==> src/rtl/mux_arbiter.sv <==
// mux_arbiter: two-requester round-robin arbiter feeding a single registered
// output word with a valid/ready handshake.
//
// Ports
//   clk, reset        clock, asynchronous active-high reset
//   req0, D0          requester 0 request and data (D0 held while req0 high)
//   req1, D1          requester 1 request and data (D1 held while req1 high)
//   gnt0, gnt1        one-cycle registered grant pulses
//   Y, S              registered winner data and winner index (0 = D0, 1 = D1)
//   valid, ready      output handshake; transfer on valid && ready
//   cnt0, cnt1        per-requester grant counters, mod 256
//
// Arbitration happens only in IDLE; the captured word is held in HOLD until it
// is accepted, so at most one word leaves every two cycles. Every output is
// driven straight from a register.
module mux_arbiter #(
    parameter int WIDTH = 32
) (
    input  logic             clk,
    input  logic             reset,
    input  logic             req0,
    input  logic [WIDTH-1:0] D0,
    input  logic             req1,
    input  logic [WIDTH-1:0] D1,
    input  logic             ready,
    output logic             gnt0,
    output logic             gnt1,
    output logic [WIDTH-1:0] Y,
    output logic             S,
    output logic             valid,
    output logic [7:0]       cnt0,
    output logic [7:0]       cnt1
);

    typedef enum logic {
        IDLE = 1'b0,
        HOLD = 1'b1
    } state_t;

    state_t             r_state;
    state_t             w_next;
    logic               w_load;
    logic               w_win;
    logic               r_last;
    logic               r_gnt0;
    logic               r_gnt1;
    logic [WIDTH-1:0]   r_y;
    logic               r_s;
    logic [7:0]         r_cnt0;
    logic [7:0]         r_cnt1;

    // On a tie the requester that did not win last time gets the grant.
    assign w_win = (req0 && req1) ? ~r_last : req1;

    always_ff @(posedge clk or posedge reset) begin
        if (reset) r_state <= IDLE;
        else       r_state <= w_next;
    end

    always_comb begin
        w_next = r_state;
        w_load = 1'b0;
        case (r_state)
            IDLE: begin
                if (req0 || req1) begin
                    w_next = HOLD;
                    w_load = 1'b1;
                end
            end
            HOLD: begin
                // valid is high throughout HOLD, so ready alone completes it.
                if (ready) w_next = IDLE;
            end
            default: w_next = IDLE;
        endcase
    end

    always_ff @(posedge clk or posedge reset) begin
        if (reset) begin
            r_last <= 1'b1;  // requester 0 wins the first tie
            r_gnt0 <= 1'b0;
            r_gnt1 <= 1'b0;
            r_y    <= '0;
            r_s    <= 1'b0;
            r_cnt0 <= 8'd0;
            r_cnt1 <= 8'd0;
        end else begin
            // Grant pulse coincides with the first HOLD cycle.
            r_gnt0 <= w_load && !w_win;
            r_gnt1 <= w_load &&  w_win;
            if (w_load) begin
                r_y    <= w_win ? D1 : D0;
                r_s    <= w_win;
                r_last <= w_win;
                if (w_win) r_cnt1 <= r_cnt1 + 8'd1;
                else       r_cnt0 <= r_cnt0 + 8'd1;
            end
        end
    end

    assign gnt0  = r_gnt0;
    assign gnt1  = r_gnt1;
    assign Y     = r_y;
    assign S     = r_s;
    assign valid = (r_state == HOLD);
    assign cnt0  = r_cnt0;
    assign cnt1  = r_cnt1;

endmodule

==> config.mk <==
export PLATFORM = sky130hd
export DESIGN_NAME = mux_arbiter
export DESIGN_NICKNAME = d
export VERILOG_FILES = /design/src/rtl/mux_arbiter.sv
export SDC_FILE = /design/constraint.sdc
export NUM_CORES = 1
export LEC_CHECK = 0
export ABC_CLOCK_PERIOD_IN_PS = 1560
export CORE_MARGIN = 5
export CORE_UTILIZATION = 36
export DETAILED_ROUTE_END_ITERATION = 6
export PLACE_DENSITY_LB_ADDON = 0.08
export RECOVER_POWER = 50
export SLEW_MARGIN = 20
export SYNTH_ARGS = -nofsm -noshare
export SYNTH_HDL_FRONTEND = slang
export SYNTH_SLANG_ARGS = --single-unit
==> constraint.sdc <==
create_clock -name clk -period 1.56 [get_ports clk]
set_clock_uncertainty 0.1 [all_clocks]
set_input_delay 0.156 -clock clk [delete_from_list [all_inputs] [get_ports clk]]
set_output_delay 0.156 -clock clk [all_outputs]
set_load 0.05 [all_outputs]
==> out/results.ini <==
[status]
status = finished clean

[worst_setup_path]
cp_common_cell = buf_4
path_depth = 5
cp_slowest_cell = dfstp_2
critPathMaxFanout = 3
critPathTopFamily = flip-flops
end_kind = register
worstSetupPathType = register to register
reg2regPathDepth = 5
crit_arrival_ns = 1.64
critPathBufInv = 2
cp_cell_sequence = nor2b_1 > buf_4 > buf_4 > nor4_2 > xor2_1
critPathMaxStageDelay_ns = 0.55
critPathLaunchType = register
crit_required_ns = 1.69

[synthesis]
ys_seq_elements = 53
async_flop_share = 1.00
yosys.area.top_type = dfrtp_1
syn_inst = 187
synthesis.area_sq_um = 2380
avgSynthCellArea_sq_um = 12.7
yosysTopAreaCellShare = 0.546
yosysWarnings = 0
synth-edff-count = 0
yosysSeqAreaShare = 0.557
ys_top_cells_by_area = dfrtp_1, a221o_1, and3_1
yosysUniqueCellTypes = 28
syn_nets = 258
synth_top_flop_cell = dfrtp_1

[global_routing]
grt_max_degree = 23
grt_pass1_vias = 2114
antenna_found_initial = 0
gr-total-overflow = 0
grt_usage = 0.160
grt_pass1_wl_microns = 11000

[cells_and_area]
final_cell_count_no_fill = 396
fin_nets = 389
post-route-util = 0.599
synthToLayoutAreaGrowth_pct = 60.6
drive_above_1_share = 0.282
antenna_cells = 0

[place]
io_buffer_count = 120
place_congestion = 0.749
place_hpwl_microns = 5090
dp_worst_setup_slack_ns = -0.152
place_inst = 388

[sta]
maxSlewViolCount = 0
layout_min_cycle_time_ns = 1.51
setup_ws_ns = 0.0457
finalHoldViolCount = 0
whs_ns = 0.221
worst_slew_pin_slew_ns = 0.534
rsz0062_at_grt = yes
max_freq_mhz = 660
layout_worst_path_cycle_share = 0.971
max-slew-margin-rel = 0.644
setup_tns_ns = 0
finalSetupViolations = 0

[clock_network]
cts_setup_buffers = 0
clock_latency_ns = 0.30
clk_pin_slew_ns = 0.10
clockRootBuffer = clkbuf_8
clockBufferDepth = 2
cts_buffers = 5
cts_tree = built
htreeDepth = 2
cts_sinks = 53

[power_and_ir_drop]
power.switching_mw = 3.59
intPower_mw = 3.92
vdd_ir_drop_max_uv = 1060
pwr-share-seq = 0.318
power.density_nw_per_um2 = 1960
pwr-share-clk = 0.113
p_leak_nw = 1.85
switching_share = 0.478
power_frac_comb = 0.569

[drt]
via_per_inst = 5.17
wire_per_inst_microns = 17.2
drtAntennaViolNets = 0
firstDrtPassIters = 4
drt_iter0_drc = 40
vias = 2048
drc = 0
routed_wl_microns = 6800

[floorplan]
row_count = 29
die_h_microns = 91.3
dieArea_sq_um = 8340
start_util = 0.373
core-area_sq_um = 6390
io_pins = 121
die_x_microns = 91.3

[flow_run]
max-cap-violations = 0

[hold_path]
hp-class = input pin to async pin

power groups by stage:
| stage | clock (mW) | combinational, mW | sequential [mW] |
|---|---|---|---|
| 3_3_place_gp | 0 | 4.33 | 2.41 |
| 5_1_grt | 0.923 | 4.49 | 2.46 |
| 3_5_place_dp | 0 | 4.37 | 2.41 |
| 2_1_floorplan | 0 | 0.921 | 4.11 |
| 6_report | 0.848 | 4.28 | 2.39 |
| 4_1_cts | 0.877 | 4.38 | 2.40 |
repair_timing:
action | CTS | global route
hold buffers | 0 | 0
setup endpoints to repair | 0 | 25
gates resized for setup | 0 | 4
through the flow:
stage	power (mW)	instance area (sq um)
final	7.51	3820
after global placement	6.74	3760
after CTS	7.65	3860
after global routing	7.88	3820
after floorplan	5.03	2380
after detailed placement	6.78	3760
worst paths after layout:
| kind | start | end | slack [ns] |
|---|---|---|---|
| max | r_last$_DFFE_PP1N_ | cnt0[7]$_DFFE_PP0P_ | 0.05 |
| min | reset | Y[27]$_DFFE_PP0N_ | 0.22 |
| max reg2reg | r_last$_DFFE_PP1N_ | cnt0[7]$_DFFE_PP0P_ | 0.05 |
| min reg2reg | cnt0[7]$_DFFE_PP0P_ | cnt0[7]$_DFFE_PP0P_ | 0.37 |
| max in group asynchronous | reset | cnt0[5]$_DFFE_PP0P_ | 0.27 |
| min in group clk | ready | valid$_DFF_PP0_ | 0.32 |
routing by layer:
layer,vias to the layer above,global-route usage,share of wire
li1,973,-,-
met5,-,0,0
met2,77,0.263,0.50
met1,992,0.211,0.43
met4,0,0.0330,0.0078
met3,6,0.0463,0.065
cell usage after synthesis, types with 2 or more instances:
| library cell | n |
|---|---|
| xnor2_1 | 5 |
| nand2_1 | 3 |
| xor2_1 | 9 |
| buf_2 | 7 |
| nand4_1 | 5 |
| a221o_1 | 32 |
| and3_1 | 35 |
| and2_1 | 3 |
| nor2b_1 | 2 |
| nor3_1 | 2 |
| mux2_1 | 2 |
| dfrtp_1 | 52 |
| ha_1 | 2 |
| a21o_1 | 2 |
| nand3_1 | 4 |
| nor4_2 | 3 |
| buf_4 | 3 |
| buf_6 | 6 |
state kept, by name, summed over array words and instances, names as in the netlist:
signal	cells
gnt0	1
S	1
gnt1	1
cnt1	8
cnt0	8
Y	32
r_last	1
valid	1
logic make-up (layout without fill, tap and decap cells):
family,after synthesis,after routing,share of synthesized area
AOI/OAI and AO/OA,36,36,0.145
muxes,2,2,0.00945
xor gates and xnor gates,14,14,0.0515
DFF,53,53,0.557
and+or+nand+nor,61,61,0.169
adders and majority gates,2,2,0.0105
buffers and inverters,19,151,0.0572
placed cells by master, fill, tap and decap left out, drive strengths merged:
master         count
a21o               2
nor2b              2
xnor2              5
nand2b             1
dlygate4sd3        1
nor3b              1
nand2              3
nand3              4
nor2               1
clkdlybuf4s50     67
and4               1
ha                 2
o21ai              2
inv                2
a221o             32
dfstp              1
clkbuf            22
xor2               9
nor4               3
and2               3
and3              35
clkinv             1
mux2               2
buf               58
nand4              5
dfrtp             52
nor3               2
layout make-up:
cell class | instances | area (sq um)
Fill cell | 564 | 2560
Timing Repair Buffer | 141 | 1340
Sequential cell | 53 | 1330
Multi-Input combinational cell | 115 | 947
Clock buffer | 7 | 96.3
Tap cell | 77 | 96.3
Inverter | 2 | 7.51
Clock inverter | 1 | 5.00
Note: power is estimated with default switching activity, not from simulation.
